===== src/rtl/m_issue_ctrl_pkg.sv =====
// m_issue_ctrl_pkg: shared M-unit encodings plus issue-controller state and error types
package m_issue_ctrl_pkg;

    localparam logic [6:0] OPCODE        = 7'b0110011;
    localparam logic [6:0] OPCODE_CUSTOM = 7'b0001011;
    localparam logic [6:0] M_FUNCT7      = 7'b0000001;

    typedef enum logic [2:0] {
        MUL    = 3'd0,
        MULH   = 3'd1,
        MULHSU = 3'd2,
        MULHU  = 3'd3,
        DIV    = 3'd4,
        DIVU   = 3'd5,
        REM    = 3'd6,
        REMU   = 3'd7
    } m_func3_t;

    typedef enum logic [2:0] {
        ADDMOD = 3'd0,
        SUBMOD = 3'd1,
        MODQ   = 3'd2
    } m_func3_custom_t;

    typedef enum logic [2:0] {
        ST_IDLE,
        ST_ISSUE,
        ST_WAIT,
        ST_WB,
        ST_ERR
    } m_issue_state_t;

    typedef enum logic [1:0] {
        ERR_NONE    = 2'd0,
        ERR_ILLEGAL = 2'd1,
        ERR_TIMEOUT = 2'd2
    } m_issue_err_t;

    function automatic logic is_custom_func3(input logic [2:0] f3);
        return f3 == ADDMOD || f3 == SUBMOD || f3 == MODQ;
    endfunction

endpackage


===== src/rtl/m_insn_decode.sv =====
// m_insn_decode: flags instructions owned by the M/custom-modular unit
module m_insn_decode
    import m_issue_ctrl_pkg::*;
(
    input  logic [31:0] insn,
    output logic        legal
);

    logic unused_bits;
    assign unused_bits = ^{insn[24:15], insn[11:7]};

    // funct7 must match; standard opcode takes any funct3, custom only the modular ops
    always_comb begin
        legal = insn[31:25] == M_FUNCT7 &&
                (insn[6:0] == OPCODE || (insn[6:0] == OPCODE_CUSTOM && is_custom_func3(insn[14:12])));
    end

endmodule


===== src/rtl/m_issue_ctrl.sv =====
// m_issue_ctrl: issues decoded instructions to the M unit and returns results to writeback
module m_issue_ctrl
    import m_issue_ctrl_pkg::*;
#(
    parameter int TIMEOUT = 64
) (
    input  logic        clk,
    input  logic        reset,
    input  logic        req_valid,
    output logic        req_ready,
    input  logic [31:0] req_insn,
    input  logic [31:0] req_rs1,
    input  logic [31:0] req_rs2,
    output logic        m_valid,
    output logic [31:0] m_instruction,
    output logic [31:0] m_rs1,
    output logic [31:0] m_rs2,
    input  logic        m_wr,
    input  logic [31:0] m_rd,
    input  logic        m_busy,
    input  logic        m_ready,
    output logic        wb_valid,
    input  logic        wb_ready,
    output logic [4:0]  wb_addr,
    output logic [31:0] wb_data,
    output logic        busy,
    output logic        err,
    output logic [1:0]  err_code
);

    localparam int CW = $clog2(TIMEOUT);

    m_issue_state_t state, state_nx;
    m_issue_err_t   err_q;
    logic [CW-1:0]  cnt;
    logic           legal;
    logic           unused_busy;

    assign unused_busy = m_busy;
    assign wb_addr     = m_instruction[11:7];
    assign err_code    = err_q;

    m_insn_decode u_dec (
        .insn  (req_insn),
        .legal (legal)
    );

    // next state and state-decoded outputs; timeout fires as the counter steps onto TIMEOUT-1
    always_comb begin
        state_nx  = state;
        req_ready = state == ST_IDLE;
        busy      = state != ST_IDLE;
        m_valid   = state == ST_ISSUE;
        wb_valid  = state == ST_WB;
        err       = state == ST_ERR;
        case (state)
            ST_IDLE:  state_nx = req_valid ? (legal ? ST_ISSUE : ST_ERR) : ST_IDLE;
            ST_ISSUE: state_nx = ST_WAIT;
            ST_WAIT:  state_nx = m_ready ? ((m_wr && wb_addr != 5'd0) ? ST_WB : ST_IDLE)
                               : (cnt == CW'(TIMEOUT - 2) ? ST_ERR : ST_WAIT);
            ST_WB:    state_nx = wb_ready ? ST_IDLE : ST_WB;
            default:  state_nx = ST_IDLE;
        endcase
    end

    // state, operand latches, timeout counter, result capture and sticky error code
    always_ff @(posedge clk) begin
        if (reset) begin
            state         <= ST_IDLE;
            cnt           <= '0;
            err_q         <= ERR_NONE;
            m_instruction <= '0;
            m_rs1         <= '0;
            m_rs2         <= '0;
            wb_data       <= '0;
        end else begin
            state <= state_nx;
            if (state == ST_IDLE && req_valid) begin
                m_instruction <= req_insn;
                m_rs1         <= req_rs1;
                m_rs2         <= req_rs2;
            end
            if (state == ST_ISSUE)
                cnt <= '0;
            else if (state == ST_WAIT && cnt != CW'(TIMEOUT - 1))
                cnt <= cnt + 1'b1;
            if (state == ST_WAIT && m_ready)
                wb_data <= m_rd;
            if (state_nx == ST_ERR)
                err_q <= state == ST_IDLE ? ERR_ILLEGAL : ERR_TIMEOUT;
        end
    end

endmodule

===== config.mk =====
export PLATFORM = sky130hd
export DESIGN_NAME = m_issue_ctrl
export DESIGN_NICKNAME = d
export VERILOG_FILES = /design/src/rtl/m_issue_ctrl_pkg.sv /design/src/rtl/m_insn_decode.sv /design/src/rtl/m_issue_ctrl.sv
export SDC_FILE = /design/constraint.sdc
export NUM_CORES = 1
export LEC_CHECK = 0
export CAP_MARGIN = 20
export CORE_ASPECT_RATIO = 1.5
export CORE_MARGIN = 2
export CORE_UTILIZATION = 40
export DETAILED_ROUTE_END_ITERATION = 12
export PLACE_DENSITY = 0.87
export SYNTH_ARGS = -nofsm -noshare
export SYNTH_HDL_FRONTEND = slang
export SYNTH_SLANG_ARGS = --single-unit

===== constraint.sdc =====
create_clock -name clk -period 4.31 [get_ports clk]
set_clock_uncertainty 0.15 [all_clocks]
set_input_delay 1.293 -clock clk [delete_from_list [all_inputs] [get_ports clk]]
set_output_delay 1.293 -clock clk [all_outputs]
set_load 0.02 [all_outputs]

==> run metrics <==
outcome=finished, final reports clean; Setup CP Type=reg -> out; Rows=50; clock tree buffer depth=2; GRT Total Usage=22.7%; initial antenna violation count=0; Place WS=1270 ps; met2 GRT Util=40.0%; DRT iter0 DRCs=146; met1 usage in global routing=24.3%; Max-slew headroom=46.2%; first-pass GRT wire length=24100 um; synth top area cells=dfxtp_1 55%, nand2_1 19%, a21oi_1 13%; CP arrival=1900 ps; share of cells above drive strength 1=4.69%; Post-synth top cells=260 x nand2_1, 139 x dfxtp_1, 133 x a21oi_1; post-route setup TNS=0 ps; H-Tree Depth=4; Post-synth EDFFs=0; final worst slack=966 ps; worst skew pair latency=400 ps; Layout Nets=1020; fmax=299 MHz; crit path max fanout=6; post-DP HPWL=10700 um; DR DRC count=0; sequential area share after synthesis=55.4%; Initial Utilization=40.6%; leakage=3.09 nW; wire length per cell=14.7 um; Fin. Hold Viols=0; post-cts resize count=0; Yosys Warn Count=0; fin crit period=3340 ps; crit start category=flip-flop; total gr overflow=0; total power=3.32 mW; drt pass-1 iters=4; syn_area_per_cell=7.92 sq um; Post-Place Cells=1020; Yosys reg bits=139; vias post-DR=5140; CP Capture Type=output port; root buffer cell=clkbuf_16; Gate Count Post-Synth=635; number of distinct library cells after synthesis=36; asr flop ratio synth=0%; final core occ=68.0%; Num CTS Buffers=17; syn_nets=772; CTS tree=built; die area=0.0135 sq mm; post-detailed-routing wire length=15500 um; post-CTS setup buffers=0; vias per inst=4.89; Chip Width=95.5 um; slew at the pin closest to its max-slew limit=807 ps; max-cap viol count=0; power density over cell area=394 mW/mm^2; final hold slack=301 ps; ant diodes=0; design area=0.00842 sq mm; I/O pins=275; # hold bufs at CTS=0; Post-DRT Antenna Nets=0; largest net degree at the start of global routing=86; largest area contributor in the netlist=dfxtp_1; Reg clk slew, reported paths=60 ps; Final setup viols=0; post-synth top area share=55.4%; Area after DPL=0.00781 sq mm; GR Util met3=7.01%; area delta synth->final=67.5%; GRT busiest layer=met2; Post-Syn Area=0.00503 sq mm; Worst VDD drop=0.302 mV; Routability Congestion=0.827; Sinks on Clock Net=139; top_reg_cell synth=dfxtp_1; post-route insts no fill=1052; Die Span Y=141 um; RSZ-0062 raised after global routing=no; top-count cell post-synth=nand2_1; hold crit path type=reg -> reg; Core Area=0.0124 sq mm; # port buffers=273; critical path required time=2870 ps; Max Slew Vio Count=0; period utilization=77.6%; vias in the first global route=4984
==> power breakdown <==
group | leakage (nW) | internal [mW] | total (mW) | switching, mW
Combinational | 1.67 | 0.241 | 0.458 | 0.216
Clock | 0.288 | 0.933 | 1.49 | 0.562
Sequential | 1.14 | 1.34 | 1.37 | 0.0284
Total | 3.09 | 2.51 | 3.32 | 0.807
==> state kept, by name, summed over array words and instances, names as in the netlist <==
name,count
cnt,6
state,3
err_code,2
m_instruction,32
m_rs2,32
m_rs1,32
wb_data,32
==> per-layer routing <==
layer | routed length [um] | vias to the layer above
met5 | 0 | -
li1 | - | 2563
met2 | 8040 | 185
met3 | 991 | 39
met4 | 636 | 0
met1 | 5800 | 2353
==> cell usage in the layout (no fill, tap or decap), types with 2 or more instances in the layout <==
cell type | netlist | routed
inv_1 | 7 | 7
nor3b_1 | 3 | 3
dfxtp_1 | 139 | 139
clkinvlp_4 | 0 | 3
or4_1 | 2 | 2
buf_12 | 0 | 3
clkbuf_16 | 0 | 17
clkinv_4 | 0 | 2
nand3_1 | 2 | 2
buf_4 | 6 | 3
nor4_1 | 2 | 2
xnor2_1 | 2 | 2
inv_6 | 0 | 3
ha_1 | 2 | 2
nor2_1 | 6 | 6
nand2_1 | 260 | 259
clkbuf_1 | 27 | 2
a211oi_1 | 6 | 6
clkdlybuf4s50_1 | 0 | 272
a21oi_1 | 133 | 133
bufinv_16 | 0 | 3
o21ai_1 | 2 | 2
==> cell type report <==
cell class | count | area [sq um]
Clock buffer | 20 | 447
Clock inverter | 12 | 161
Fill cell | 969 | 3970
Inverter | 7 | 26.3
Multi-Input combinational cell | 440 | 2000
Sequential cell | 139 | 2780
Tap cell | 156 | 195
Timing Repair Buffer | 278 | 2810
==> worst max-delay path, stage by stage (launching register included) <==
cell	delay (ps)
dfxtp_1	430
nor3b_1	370
clkdlybuf4s50_1	700
==> final timing paths <==
path	to	slack [ps]	cells past startpoint	startpoint
min	m_rs2[1]	300	2	m_rs2[1]
min reg2reg	m_rs2[1]	300	2	m_rs2[1]
max	m_valid	970	2	state[0]
max reg2reg	m_rs2[2]	2290	5	state[1]
==> logic make-up (layout without fill, tap and decap cells) <==
group                      count (synthesis)  in the layout  share of synthesized area (%)
adders and majority gates                  2              2                          0.498
DFF                                      139            139                           55.4
xor gates and xnor gates                   2              2                          0.349
buffers and inverters                     56            317                           4.98
AOI/OAI and AO/OA                        148            148                           15.6
and+or+nand+nor                          288            288                           23.3
Power figures use the tool's default switching activity.
==> RTL change 1 (config.mk and constraints unchanged) <==
The parameter `TIMEOUT` goes from 64 to 128.
--- a/src/rtl/m_issue_ctrl.sv
+++ b/src/rtl/m_issue_ctrl.sv
@@ -2,7 +2,7 @@
 module m_issue_ctrl
     import m_issue_ctrl_pkg::*;
 #(
-    parameter int TIMEOUT = 64
+    parameter int TIMEOUT = 128
 ) (
     input  logic        clk,
     input  logic        reset,
Formal check against the unedited RTL: same outputs for any inputs over 10 cycles, from zero or initial values and one cycle with reset high; that may be too few to reach the edited logic, so the function may still have changed.
==> RTL change 1 against the original RTL <==
- total power up 0.36%
- register-to-register slack worse by 0.08 ns
- synthesized area up 2.4%
- synthesized cell count rose by 1.3%
- sequential cell count up 1
- global-route usage shrank 1.3 points
- wire length is 0.89% lower
- final area grew 0.98%
- worst setup slack improved by 0.045 ns
- first-iteration DRC count grew 14%
- cell count grew 0.76%
- critical path depth unchanged
- critical endpoint unchanged
==> RTL change 1: results (changes against the original RTL) <==
Parameter                              Value

Outcome
  Result of the run    complete, no violations (unchanged)

Place
  Detailed-placement wirelength estimate    10920 um (was 10740 um)
  Weighted congestion at the end of routability-driven global placement    0.7633 (was 0.8270)
  Area after DPL    7888 sq um (was 7812 sq um)

Clock network
  Clock latency of the later-clocked register in the worst-skew pair    0.41 ns
  H-tree depth    4 (unchanged)
  Clock Tree Root    sky130_fd_sc_hd__clkbuf_16 (unchanged)
  Setup fix buffers added after clock tree synthesis    0 (unchanged)

Worst hold path
  Class of the tightest hold or removal check    flip-flop to flip-flop (unchanged)
  Hold Startpoint    wb_data[9] (was m_rs2[1])

Route
  Total wire length after detailed routing    15330 um (was 15460 um)
  Number of vias per cell    4.866 (was 4.886)
  Initial detailed-routing violation count    166 (was 146)

Cells and area
  Fraction of final layout cells sized beyond drive strength 1    0.05531 (was 0.04688)
  Net count reported at finish    1028 (was 1020)

Yosys
  Post-Syn Nets    780 (was 772)
  Sequential cell area fraction in the yosys report    0.5443 (was 0.5536)
  Cell types with the highest counts after synthesis    sky130_fd_sc_hd__nand2_1 (259), sky130_fd_sc_hd__dfxtp_1 (140), sky130_fd_sc_hd__a21oi_1 (129) (was sky130_fd_sc_hd__nand2_1 (260), sky130_fd_sc_hd__dfxtp_1 (139), sky130_fd_sc_hd__a21oi_1 (133))
  Post-synthesis cell type count    44 (was 36)
  Post-synthesis sequential element count    140 (was 139)
  Area contributors post-synth    sky130_fd_sc_hd__dfxtp_1 (54%), sky130_fd_sc_hd__nand2_1 (19%), sky130_fd_sc_hd__a21oi_1 (13%) (was sky130_fd_sc_hd__dfxtp_1 (55%), sky130_fd_sc_hd__nand2_1 (19%), sky130_fd_sc_hd__a21oi_1 (13%))

Power and ir drop
  Maximum resistive drop on vdd    232.9 uV (was 302.3 uV)
  Cell leakage power    3.135 nW (was 3.093 nW)

Critical path
  Data arrival time of the worst path    1.86 ns (was 1.90 ns)
  Source of the worst register-to-register timing path    state[0] (was state[1])
  Critical Path Source    state[0] (unchanged)

GRT
  Maximum number of pins on one net before global-route repair    73 (was 86)
  Overall global routing resource usage    0.2142 (was 0.2268)
  Number of global-route vias before repair    5125 (was 4984)
  Global-route wire length before repair    24070 um (was 24140 um)

Timing
  Slew at the pin closest to its max-slew limit    0.6888 ns (was 0.8069 ns)
[RTL change 1: cell count changes after synthesis, moves of 3 or more]
cell                       change
sky130_fd_sc_hd__a21oi_1       -4
sky130_fd_sc_hd__a31oi_1       +3
sky130_fd_sc_hd__buf_4         +5
sky130_fd_sc_hd__clkbuf_1      -3
sky130_fd_sc_hd__nor2_1        +4
sky130_fd_sc_hd__a211oi_1      -3
[RTL change 1: cells by family (layout without fill, tap and decap cells)]
family                     Yosys count  count (layout)  share of synthesized area
DFF                                140             140                     0.5444
buffers and inverters               57             318                    0.05686
and+or+nand+nor                    292             292                     0.2306
adders and majority gates            2               2                   0.004859
xor gates and xnor gates             3               3                   0.005104
AOI/OAI and AO/OA                  149             149                     0.1582
[RTL change 1: report_power, final]
| part | switching, mW | total, mW | internal, mW |
|---|---|---|---|
| Clock | 0.556 | 1.50 | 0.947 |
| Combinational | 0.213 | 0.454 | 0.241 |
| Sequential | 0.0274 | 1.38 | 1.35 |
[RTL change 1: metal layers]
metal / part of all wire / vias up / GRT usage
li1: - / 2584 / -
met1: 0.38 / 2354 / 0.2267
met2: 0.53 / 194 / 0.3962
met3: 0.069 / 26 / 0.06706
met4: 0.025 / 0 / 0.08080
met5: 0 / - / 0
[RTL change 1: cell type report]
class	instances	area, sq um
Clock inverter	12	158.9
Multi-Input combinational cell	446	2063
Sequential cell	140	2803
Fill cell	988	4009
Tap cell	156	195.2
Clock buffer	20	456.7
Timing Repair Buffer	279	2800
Inverter	7	26.28
[RTL change 1: through the flow]
step | hold slack (ns) | power, mW | cells | setup WS, ns | utilization
detailed placement | 0.2957 | 1.859 | 1028 | 1.155 | 0.6304
CTS | 0.3034 | 3.371 | 1060 | 0.9660 | 0.6796
global route | 0.3186 | 3.468 | 1060 | 0.8793 | 0.6796
floorplan | 0.3275 | 1.600 | 643 | 1.844 | -
global placement | 0.2905 | 1.851 | 1028 | 1.165 | 0.6304
finish | 0.3012 | 3.333 | 1060 | 1.011 | 0.6796
[RTL change 1: worst paths after layout]
path	end	slack (ns)	cells past startpoint
hold reg to reg	wb_data[9]	0.30	2
setup / recovery	m_valid	1.01	2
setup reg to reg	m_rs1[11]	2.21	5
hold / removal	wb_data[9]	0.30	2
[RTL change 1: critical path: cells and delay by family (launching register included)]
kind | cells | cell delay (ns)
flip-flops | 1 | 0.42
buffers and inverters | 1 | 0.69
AND/OR/NAND/NOR | 1 | 0.35
==> RTL change 2 (config.mk and constraints unchanged) <==
Without the edit above. Reset style: asynchronous (`reset`), changed in one clocked block.
--- a/src/rtl/m_issue_ctrl.sv
+++ b/src/rtl/m_issue_ctrl.sv
@@ -64,7 +64,7 @@
     end
 
     // state, operand latches, timeout counter, result capture and sticky error code
-    always_ff @(posedge clk) begin
+    always_ff @(posedge clk or posedge reset) begin
         if (reset) begin
             state         <= ST_IDLE;
             cnt           <= '0;
Check against the original RTL: differs if reset is asserted again (counterexample within 4 cycles, from zero or initial values and one cycle with reset high); with reset held inactive, the same outputs for 10 cycles.
==> RTL change 2 against the original RTL <==
- wire length shrank 0.67%
- sequential power grew 10%
- combinational power grew 80%
- synthesized area grew 8.7%
- worst setup slack lost 0.28 ns
- critical path depth is the same
- fmax shrank 7.7%
- sequential cell count is the same
- cell count shrank 5.3%
- global-route usage shrank 1.3 points
- total power grew 16%
- final area grew 7.1%
- die area grew 8.4%
- largest power group is now sequential cells
- highest routed layer unchanged
==> RTL change 2: results (changes against the original RTL) <==
Parameter                              Value

Power and ir drop
  Switching power summed over all nets    1.014 mW (was 0.8068 mW)
  Reported sequential group power    1.51 mW (was 1.37 mW)
  Power per Cell Area    426.1 nW/um^2 (was 394.3 nW/um^2)

Timing
  Slew Limit Headroom    0.4433 (was 0.4621)

Critical path
  Crit path largest cell delay    0.73 ns (was 0.70 ns)
  Data arrival time of the worst path    2.18 ns (was 1.90 ns)

Yosys
  Cell types with the highest counts after synthesis    sky130_fd_sc_hd__nand2_1 (294), sky130_fd_sc_hd__dfrtp_1 (139), sky130_fd_sc_hd__mux2_2 (32) (was sky130_fd_sc_hd__nand2_1 (260), sky130_fd_sc_hd__dfxtp_1 (139), sky130_fd_sc_hd__a21oi_1 (133))
  Leading register cell type out of synthesis    sky130_fd_sc_hd__dfrtp_1 (was sky130_fd_sc_hd__dfxtp_1)
  Xor and xnor area share after synthesis    0.004808 (was 0.003485)
  Post-Syn Nets    687 (was 772)

GRT
  Maximum number of pins on one net before global-route repair    65 (was 86)
  Global-route wire length before repair    24440 um (was 24140 um)
  Antenna violations before repair    1 (was 0)
  Overall global routing resource usage    0.2135 (was 0.2268)

Place
  Dpl ws    0.9343 ns (was 1.273 ns)
  Area after DPL    8403 sq um (was 7812 sq um)

Cells and area
  Clk tree area frac    0.06787 (was 0.07221)
  Signal buffers share of area    0.3187 (was 0.3331)
  Multi-input gate area    1819 sq um (was 2003 sq um)
  Multi-input comb cells    374 (was 440)
  Post-route cell area    9015 sq um (was 8421 sq um)

Outcome
  Result of the run    complete, no violations (unchanged)

Route
  Initial detailed-routing violation count    121 (was 146)
  Length of the first detailed-routing pass in iterations    5 (was 4)
  Via count    4691 (was 5140)
-- RTL change 2: worst paths after layout --
kind | endpoint | cells past startpoint | startpoint
min in group asynchronous | wb_data[10] | 2 | reset
worst min register to register | m_rs2[22] | 2 | m_rs2[22]
worst max-delay path | req_ready | 2 | state[0]
worst max register to register | m_instruction[15] | 5 | state[0]
worst min-delay path | m_rs2[22] | 2 | m_rs2[22]
max in group asynchronous | wb_data[29] | 3 | reset
-- RTL change 2: through the flow --
stage               cells  hold WS [ns]  utilization
floorplan             550        0.3328            -
global placement      967        0.3063       0.6270
detailed placement    967        0.3116       0.6270
CTS                   996        0.3257       0.6726
global route          996        0.3457       0.6726
finish                996        0.3195       0.6726
-- RTL change 2: layer usage --
metal,vias up,part of all wire,track usage
met1,2193,0.38,0.2383
met3,35,0.071,0.06946
met4,0,0.028,0.08904
met5,-,0,0
met2,201,0.52,0.3713
li1,2262,-,-
